**config.mk**
```make
export PLATFORM = sky130hd
export DESIGN_NAME = dmem_port_arbiter_flat
export DESIGN_NICKNAME = d
export VERILOG_FILES = /design/src/rtl/dmem_port_arbiter_if.sv /design/src/rtl/dmem_port_arbiter.sv /design/src/flat_wrapper.sv
export SDC_FILE = /design/constraint.sdc
export NUM_CORES = 1
export LEC_CHECK = 0
export CORE_ASPECT_RATIO = 1.4
export CORE_MARGIN = 4
export CORE_UTILIZATION = 18
export DETAILED_ROUTE_END_ITERATION = 12
export PLACE_DENSITY_LB_ADDON = 0.15
export SLEW_MARGIN = 20
export SYNTH_ARGS = -nofsm -noshare
export SYNTH_HDL_FRONTEND = slang
export SYNTH_SLANG_ARGS = --single-unit
```
**constraint.sdc**
```tcl
create_clock -name Clk_In -period 1.12 [get_ports Clk_In]
set_input_delay 0.168 -clock Clk_In [delete_from_list [all_inputs] [get_ports Clk_In]]
set_output_delay 0.168 -clock Clk_In [all_outputs]
set_load 0.01 [all_outputs]
```
**src/rtl/dmem_port_arbiter_if.sv**
```systemverilog
// ----------------------------------------------------------------------------
// dmem_port_arbiter_if
//
// Bundles the two requester ports (A = pipeline MEM stage, B = loader/DMA)
// and the single-port data RAM bus that the arbiter drives.
//
// Signals
//   A_Req/B_Req         request, held until the matching grant
//   A_We/B_We           write (1) / read (0)
//   A_Addr/B_Addr       word address (bits above the RAM depth alias)
//   A_Wdata/B_Wdata     write data
//   A_Gnt/B_Gnt         access issued this cycle
//   A_Rvalid/B_Rvalid   read data valid (cycle after a granted read)
//   A_Rdata/B_Rdata     read data, zero when not valid
//   Mem_Enable          RAM enable
//   Mem_Write_Enab      RAM write enable
//   Mem_Add             RAM address
//   Mem_Data_in         RAM write data
//   Mem_Data_out        RAM read data, valid the cycle after the access
//   Oob_Err             pulse: a granted access carried non-zero upper bits
//
// Modports
//   slave  : the arbiter's view
//   master : the environment's view (requesters plus RAM)
// ----------------------------------------------------------------------------
interface dmem_port_arbiter_if #(
  parameter int DSIZE = 16
);
  logic             A_Req;
  logic             A_We;
  logic [DSIZE-1:0] A_Addr;
  logic [DSIZE-1:0] A_Wdata;
  logic             A_Gnt;
  logic             A_Rvalid;
  logic [DSIZE-1:0] A_Rdata;

  logic             B_Req;
  logic             B_We;
  logic [DSIZE-1:0] B_Addr;
  logic [DSIZE-1:0] B_Wdata;
  logic             B_Gnt;
  logic             B_Rvalid;
  logic [DSIZE-1:0] B_Rdata;

  logic             Mem_Enable;
  logic             Mem_Write_Enab;
  logic [DSIZE-1:0] Mem_Add;
  logic [DSIZE-1:0] Mem_Data_in;
  logic [DSIZE-1:0] Mem_Data_out;
  logic             Oob_Err;

  modport slave (
    input  A_Req, A_We, A_Addr, A_Wdata,
    input  B_Req, B_We, B_Addr, B_Wdata,
    input  Mem_Data_out,
    output A_Gnt, A_Rvalid, A_Rdata,
    output B_Gnt, B_Rvalid, B_Rdata,
    output Mem_Enable, Mem_Write_Enab, Mem_Add, Mem_Data_in,
    output Oob_Err
  );

  modport master (
    output A_Req, A_We, A_Addr, A_Wdata,
    output B_Req, B_We, B_Addr, B_Wdata,
    output Mem_Data_out,
    input  A_Gnt, A_Rvalid, A_Rdata,
    input  B_Gnt, B_Rvalid, B_Rdata,
    input  Mem_Enable, Mem_Write_Enab, Mem_Add, Mem_Data_in,
    input  Oob_Err
  );
endinterface

```
**src/rtl/dmem_port_arbiter.sv**
```systemverilog
// ----------------------------------------------------------------------------
// dmem_port_arbiter
//
// Shares the single port of the 1K x 16 data RAM (synchronous read, one-cycle
// latency, write-first) between port A (pipeline MEM stage, high priority)
// and port B (loader/debug DMA). Arbitration is combinational, so a request
// is granted in the cycle it is presented; read data comes back one cycle
// later, tagged to whichever port issued the read.
//
// Ports
//   Clk_In  : clock, all state on the rising edge
//   Rst_In  : synchronous active-high reset; also masks grants and outputs
//   bus     : dmem_port_arbiter_if.slave (requester A/B + RAM bus)
//
// Parameters
//   DSIZE    : requester/memory data and address width
//   AWIDTH   : implemented RAM address bits
//   MAX_WAIT : consecutive A grants tolerated while B waits (1..15)
//
// Build option
//   DMEM_ARB_FAIRNESS_EN : when defined, a 4-bit wait counter forces a B
//   slot after MAX_WAIT A grants that B sat through. Undefined: strict
//   A priority, B can starve.
// ----------------------------------------------------------------------------
module dmem_port_arbiter #(
  parameter int DSIZE    = 16,
  parameter int AWIDTH   = 10,
  parameter int MAX_WAIT = 4
) (
  input logic              Clk_In,
  input logic              Rst_In,
  dmem_port_arbiter_if.slave bus
);

  // Who owns the read data arriving from the RAM this cycle.
  typedef enum logic [1:0] {
    OWN_NONE = 2'd0,
    OWN_A    = 2'd1,
    OWN_B    = 2'd2
  } owner_t;

  owner_t rd_owner_reg, rd_owner_next;
  logic   oob_reg, oob_next;
  logic   a_gnt, b_gnt;
  logic   force_b;
  logic   a_hi, b_hi;

  // Elaboration-time guard on the wait bound.
  generate
    if (MAX_WAIT < 1 || MAX_WAIT > 15) begin : g_bad_max_wait
      $error("dmem_port_arbiter: MAX_WAIT must be in 1..15");
    end
  endgenerate

  // Non-zero bits above the implemented depth mark an aliased access.
  generate
    if (AWIDTH < DSIZE) begin : g_oob
      assign a_hi = |bus.A_Addr[DSIZE-1:AWIDTH];
      assign b_hi = |bus.B_Addr[DSIZE-1:AWIDTH];
    end else begin : g_no_oob
      assign a_hi = 1'b0;
      assign b_hi = 1'b0;
    end
  endgenerate

`ifdef DMEM_ARB_FAIRNESS_EN
  localparam logic [3:0] WAIT_MAX = 4'(MAX_WAIT);

  logic [3:0] wait_cnt_reg, wait_cnt_next;

  // B has sat through MAX_WAIT A grants: give it this slot.
  assign force_b = bus.A_Req & bus.B_Req & (wait_cnt_reg == WAIT_MAX);

  always_comb begin
    wait_cnt_next = wait_cnt_reg;
    if (b_gnt) begin
      wait_cnt_next = 4'd0;
    end else if (a_gnt && bus.B_Req && (wait_cnt_reg != WAIT_MAX)) begin
      wait_cnt_next = wait_cnt_reg + 4'd1;
    end
  end

  always_ff @(posedge Clk_In) begin
    if (Rst_In) begin
      wait_cnt_reg <= 4'd0;
    end else begin
      wait_cnt_reg <= wait_cnt_next;
    end
  end
`else
  assign force_b = 1'b0;
`endif

  // Grant decision: A first unless B is being forced; nothing in reset.
  always_comb begin
    a_gnt = 1'b0;
    b_gnt = 1'b0;
    if (!Rst_In) begin
      if (bus.A_Req && !force_b) begin
        a_gnt = 1'b1;
      end else if (bus.B_Req) begin
        b_gnt = 1'b1;
      end
    end
  end

  // RAM bus mux and next-cycle tracking state.
  always_comb begin
    bus.Mem_Enable     = 1'b0;
    bus.Mem_Write_Enab = 1'b0;
    bus.Mem_Add        = '0;
    bus.Mem_Data_in    = '0;
    rd_owner_next      = OWN_NONE;
    oob_next           = 1'b0;
    if (a_gnt) begin
      bus.Mem_Enable     = 1'b1;
      bus.Mem_Write_Enab = bus.A_We;
      bus.Mem_Add        = bus.A_Addr;
      bus.Mem_Data_in    = bus.A_Wdata;
      rd_owner_next      = bus.A_We ? OWN_NONE : OWN_A;
      oob_next           = a_hi;
    end else if (b_gnt) begin
      bus.Mem_Enable     = 1'b1;
      bus.Mem_Write_Enab = bus.B_We;
      bus.Mem_Add        = bus.B_Addr;
      bus.Mem_Data_in    = bus.B_Wdata;
      rd_owner_next      = bus.B_We ? OWN_NONE : OWN_B;
      oob_next           = b_hi;
    end
  end

  always_ff @(posedge Clk_In) begin
    if (Rst_In) begin
      rd_owner_reg <= OWN_NONE;
      oob_reg      <= 1'b0;
    end else begin
      rd_owner_reg <= rd_owner_next;
      oob_reg      <= oob_next;
    end
  end

  assign bus.A_Gnt = a_gnt;
  assign bus.B_Gnt = b_gnt;

  // Masking with Rst_In drops a read whose data would land in a reset cycle.
  assign bus.A_Rvalid = (rd_owner_reg == OWN_A) & ~Rst_In;
  assign bus.B_Rvalid = (rd_owner_reg == OWN_B) & ~Rst_In;
  assign bus.A_Rdata  = bus.A_Rvalid ? bus.Mem_Data_out : '0;
  assign bus.B_Rdata  = bus.B_Rvalid ? bus.Mem_Data_out : '0;
  assign bus.Oob_Err  = oob_reg & ~Rst_In;

endmodule
```
**src/flat_wrapper.sv**
```systemverilog
// flat-port wrapper written by rule: the top's interface ports become plain ports
module dmem_port_arbiter_flat 
#(
  parameter int DSIZE    = 16,
  parameter int AWIDTH   = 10,
  parameter int MAX_WAIT = 4
)
  (Clk_In, Rst_In, bus_A_Req, bus_A_We, bus_A_Addr, bus_A_Wdata, bus_B_Req, bus_B_We, bus_B_Addr, bus_B_Wdata, bus_Mem_Data_out, bus_A_Gnt, bus_A_Rvalid, bus_A_Rdata, bus_B_Gnt, bus_B_Rvalid, bus_B_Rdata, bus_Mem_Enable, bus_Mem_Write_Enab, bus_Mem_Add, bus_Mem_Data_in, bus_Oob_Err);
  dmem_port_arbiter_if #(.DSIZE(DSIZE)) bus_i ();
  input logic Clk_In;
  input logic Rst_In;
  input wire logic [$bits(bus_i.A_Req)-1:0] bus_A_Req;
  input wire logic [$bits(bus_i.A_We)-1:0] bus_A_We;
  input wire logic [$bits(bus_i.A_Addr)-1:0] bus_A_Addr;
  input wire logic [$bits(bus_i.A_Wdata)-1:0] bus_A_Wdata;
  input wire logic [$bits(bus_i.B_Req)-1:0] bus_B_Req;
  input wire logic [$bits(bus_i.B_We)-1:0] bus_B_We;
  input wire logic [$bits(bus_i.B_Addr)-1:0] bus_B_Addr;
  input wire logic [$bits(bus_i.B_Wdata)-1:0] bus_B_Wdata;
  input wire logic [$bits(bus_i.Mem_Data_out)-1:0] bus_Mem_Data_out;
  output wire logic [$bits(bus_i.A_Gnt)-1:0] bus_A_Gnt;
  output wire logic [$bits(bus_i.A_Rvalid)-1:0] bus_A_Rvalid;
  output wire logic [$bits(bus_i.A_Rdata)-1:0] bus_A_Rdata;
  output wire logic [$bits(bus_i.B_Gnt)-1:0] bus_B_Gnt;
  output wire logic [$bits(bus_i.B_Rvalid)-1:0] bus_B_Rvalid;
  output wire logic [$bits(bus_i.B_Rdata)-1:0] bus_B_Rdata;
  output wire logic [$bits(bus_i.Mem_Enable)-1:0] bus_Mem_Enable;
  output wire logic [$bits(bus_i.Mem_Write_Enab)-1:0] bus_Mem_Write_Enab;
  output wire logic [$bits(bus_i.Mem_Add)-1:0] bus_Mem_Add;
  output wire logic [$bits(bus_i.Mem_Data_in)-1:0] bus_Mem_Data_in;
  output wire logic [$bits(bus_i.Oob_Err)-1:0] bus_Oob_Err;
  assign bus_i.A_Req = bus_A_Req;
  assign bus_i.A_We = bus_A_We;
  assign bus_i.A_Addr = bus_A_Addr;
  assign bus_i.A_Wdata = bus_A_Wdata;
  assign bus_i.B_Req = bus_B_Req;
  assign bus_i.B_We = bus_B_We;
  assign bus_i.B_Addr = bus_B_Addr;
  assign bus_i.B_Wdata = bus_B_Wdata;
  assign bus_i.Mem_Data_out = bus_Mem_Data_out;
  assign bus_A_Gnt = bus_i.A_Gnt;
  assign bus_A_Rvalid = bus_i.A_Rvalid;
  assign bus_A_Rdata = bus_i.A_Rdata;
  assign bus_B_Gnt = bus_i.B_Gnt;
  assign bus_B_Rvalid = bus_i.B_Rvalid;
  assign bus_B_Rdata = bus_i.B_Rdata;
  assign bus_Mem_Enable = bus_i.Mem_Enable;
  assign bus_Mem_Write_Enab = bus_i.Mem_Write_Enab;
  assign bus_Mem_Add = bus_i.Mem_Add;
  assign bus_Mem_Data_in = bus_i.Mem_Data_in;
  assign bus_Oob_Err = bus_i.Oob_Err;
  dmem_port_arbiter #(.DSIZE(DSIZE), .AWIDTH(AWIDTH), .MAX_WAIT(MAX_WAIT)) u_core (.Clk_In(Clk_In), .Rst_In(Rst_In), .bus(bus_i));
endmodule
```
Word-level counts from Yosys, hierarchy flattened

Index checks and enable logic that the tools add are counted.

Register bits after elaboration: 3
Output and inout port bits: 71
Word-level logic and storage cells: 31

Equality and inequality tests: 2
Muxes and demuxes: 21
Bitwise gates (word level): 4
Reduce and logical (&&, ||, !) cells: 2

Operator list:

| cell                                                            | number |
|---|---|
| 16-bit 2-to-1 mux                                               | 6 |
| 1-bit 2-to-1 mux                                                | 12 |
| 6-bit OR reduction                                              | 2 |
| 2-bit 2-to-1 mux                                                | 3 |
| 1-bit bitwise AND                                               | 3 |
| 2-bit by 1-bit == test with 1-bit output, second input constant | 1 |
| 2-bit == test, second input constant                            | 1 |
| 1-bit NOT                                                       | 1 |

Longest topological paths before layout

Word-level depth: 5
Gate-level depth with buffers: 5
Depth with buffers taken out: 3

Least setup slack after synthesis

No wires, ideal clock.

Path type: register to output
Start: register u_core.rd_owner_reg[0]
End: output bus_A_Rdata[10]
Arrival: 985 ps
Setup slack: -33 ps
Stages on the path, launching flop included: 4
Path buffers: 1
Cell sequence: dfxtp_1 > nor3b_2 > buf_2 > and2_1

Word-level cells in the longest chain between the ends: 3

RTL lines:

| item                                     | RTL line                 | source |
|---|---|---|
| start, declared                          | dmem_port_arbiter.sv:42  | `owner_t rd_owner_reg, rd_owner_next;` |
| start signal, assigned                   | dmem_port_arbiter.sv:137 | `rd_owner_reg <= rd_owner_next;` |
| 2-bit by 1-bit == test with 1-bit output | dmem_port_arbiter.sv:146 | `assign bus.A_Rvalid = (rd_owner_reg == OWN_A) & ~Rst_In;` |
| 1-bit bitwise AND                        | dmem_port_arbiter.sv:146 |  |
| net bus_A_Rvalid                         | flat_wrapper.sv:22       | `output wire logic [$bits(bus_i.A_Rvalid)-1:0] bus_A_Rvalid;` |
| 16-bit 2-to-1 mux                        | dmem_port_arbiter.sv:148 | `assign bus.A_Rdata = bus.A_Rvalid ? bus.Mem_Data_out : '0;` |
| end, declared                            | flat_wrapper.sv:23       | `output wire logic [$bits(bus_i.A_Rdata)-1:0] bus_A_Rdata;` |

The timed path passes the listed nets, and every way through them passes these cells.

Worst setup path after layout

Start: register u_core.rd_owner_reg[1]
End: output bus_B_Rdata[10]

Word-level cells in the longest chain between the ends: 3

RTL lines:

| item              | RTL line                 | source |
|---|---|---|
| 2-bit == test     | dmem_port_arbiter.sv:147 | `assign bus.B_Rvalid = (rd_owner_reg == OWN_B) & ~Rst_In;` |
| 1-bit bitwise AND | dmem_port_arbiter.sv:147 |  |
| 16-bit 2-to-1 mux | dmem_port_arbiter.sv:149 | `assign bus.B_Rdata = bus.B_Rvalid ? bus.Mem_Data_out : '0;` |
| end, declared     | flat_wrapper.sv:26       | `output wire logic [$bits(bus_i.B_Rdata)-1:0] bus_B_Rdata;` |

Every way passes these cells.

==> impl_metrics.tcl <==
set metrics [dict create \
    grt.met1_usage 0.166 \
    end_kind "output pin" \
    nets 362 \
    io_buffers 156 \
    synth_xor_area_frac 0 \
    maxCapViolCount 0 \
    min_period_ns 1.38 \
    arrival_ns 1.21 \
    area_growth_syn_to_layout_pct 270 \
    ant_nets 0 \
    violations "negative setup slack" \
    row_count 27 \
    pin_count 157 \
    yosysSeqAreaShare 0.0830 \
    core_area_um2 3920 \
    routed_wl_um 5020 \
    synth-simple-area-share 0.408 \
    worst_slew_pin_slew_ns 0.279 \
    leakage_nw 1.31 \
    cp_max_fo 9 \
    clk_path_buf_depth 2 \
    period_share 1.23 \
    synth_top_family_by_area "compound AO/OA/AOI/OAI gates" \
    timing.setup.tns_ns -15.47 \
    clock_sinks 3 \
    layout_setup_ws_ns -0.261 \
    path_cells "nor3b_4 -> buf_6 -> and2_1 -> buf_2" \
    startpoint_type "register" \
    finalHoldViolCount 0 \
    synth_warnings 0 \
    synth_adder_area_share 0 \
    synthMuxAreaShare 0 \
    drv_slew 0 \
    critical_path_buf_inv_count 2 \
    synth_cell_types 12 \
    power.density_nw_per_um2 457 \
    slew_headroom 0.814 \
    status "finished, violations left" \
    grt_use_met3 0.0731 \
    crit_required_ns 0.95 \
    met2_usage 0.382 \
    syn_area_um2 723 \
    grt_start_max_net_pins 13 \
    nFillCells 334 \
    slowest_stage "dfxtp_2" \
    firstDrtPassIters 3 \
    first_global_vias 1525 \
    die_area_um2 5110 \
    fmax_ghz 0.724 \
    diodes 0 \
    cts_root_buffer "clkbuf_8" \
    die_y_um 83 \
    grt_setup_unrepaired "true" \
    critPathKind "register to output pin" \
    h-tree-depth 1 \
    ir_worst_vdd_uv 417 \
    via_per_inst 4.63 \
    synth_cells 91 \
    grt_pass1_wl_um 7380 \
    cts_tree "done" \
    drc_errors 0 \
    post_drt_wl_per_cell_um 15.8 \
    post-place-ws_ns -0.954 \
    die_w_um 61.6 \
    cpPeakStageDelay_ns 0.34 \
    largest_reg_flops 2 \
    whs_ns 0.379 \
    place_hpwl_um 3520 \
    antenna_found_initial 0 \
    synth-seq-cells 3 \
    start_util 0.185 \
    postCtsHoldBufs 0 \
    grt_usage 0.192 \
    overflow 0 \
    drive_above_1_share 0.484 \
    clk_pin_slew_ns 0.03 \
    cp_top_family "simple AND/OR/NAND/NOR gates" \
    vias 1472 \
    synth.net_count 177 \
    avgSynthCellArea_um2 7.95 \
    drt-initial-drc-count 29 \
    cts_inserted_buffers 3 \
    synth_compound_gate_area_share 0.420 \
    finalSetupViolations 68 \
    crit_cells 4 \
    grt_busiest_layer "met2" \
    min_path_cells 4 \
    gp_congestion 0.707 \
    hp-class "input port to register" \
]
## layout by cell type, fill, tap and decap left out, drive strengths merged
cell / instances
buf: 105
clkdlybuf4s50: 74
a22o: 33
and2: 32
dlygate4sd2: 5
clkbuf: 5
clkdlybuf4s15: 4
nor2b: 4
nor3b: 3
dfxtp: 3
nor2: 2
or4: 2
o31ai: 2
nand2: 1
## worst paths after layout
kind                        end  slack, ns                         startpoint
max             bus_B_Rdata[10]      -0.26  u_core.rd_owner_reg[1]$_SDFF_PP0_
min   u_core.oob_reg$_SDFF_PP0_       0.38                     bus_A_Addr[13]
## area by class of cell
cell class,count,area [um2],area share
clock buffer,4,45.0,0.0168
timing repair buffer,189,1850,0.690
tap,43,53.8,0.0201
sequential,3,62.6,0.0234
multi-input combinational,79,669,0.250
## cell families after synthesis
| family | count (synthesis) |
|---|---|
| simple gates | 44 |
| flops | 3 |
| compound gates | 35 |
| buf+inv | 9 |
## synthesized netlist by cell type
cell type,n,area share
dfxtp_1,3,0.083
buf_6,3,0.047
nor2b_1,4,0.035
buf_2,6,0.042
nor2_1,2,0.010
nor3b_2,2,0.035
nor3b_4,1,0.026
nand2_1,1,0.0052
and2_1,32,0.28
a22o_1,33,0.40
o31ai_1,2,0.021
or4_1,2,0.021
## stage by stage
| stage | cell area, um2 | instances | util | power (mW) |
|---|---|---|---|---|
| 2_1_floorplan | 748 | 91 | - | 0.310 |
| 3_3_place_gp | 2420 | 293 | 0.617 | 0.843 |
| 3_5_place_dp | 2420 | 293 | 0.617 | 0.847 |
| 4_1_cts | 2660 | 319 | 0.678 | 1.21 |
| 5_1_grt | 2680 | 318 | 0.684 | 1.30 |
| 6_report | 2680 | 318 | 0.684 | 1.22 |
## routing by layer
| metal | wire length, um | share of wire |
|---|---|---|
| met5 | 0 | 0 |
| met4 | 19 | 0.0038 |
| met3 | 762 | 0.15 |
| met2 | 2830 | 0.56 |
| met1 | 1410 | 0.28 |
## what timing repair did
| item | CTS | global route |
|---|---|---|
| pin swaps | 54 | 3 |
| gates resized for setup | 349 | 27 |
| cloned | 10 | 0 |
| endpoints found under the setup margin | 74 | 70 |
| buffers inserted | 12 | 4 |
## report_power, final
| part | total, mW | switching (mW) | internal [mW] |
|---|---|---|---|
| Clock | 0.322 | 0.0783 | 0.243 |
| Combinational | 0.786 | 0.254 | 0.533 |
| Sequential | 0.116 | 0.00286 | 0.113 |
| Total | 1.22 | 0.335 | 0.889 |
Power figures use the tool's default switching activity.
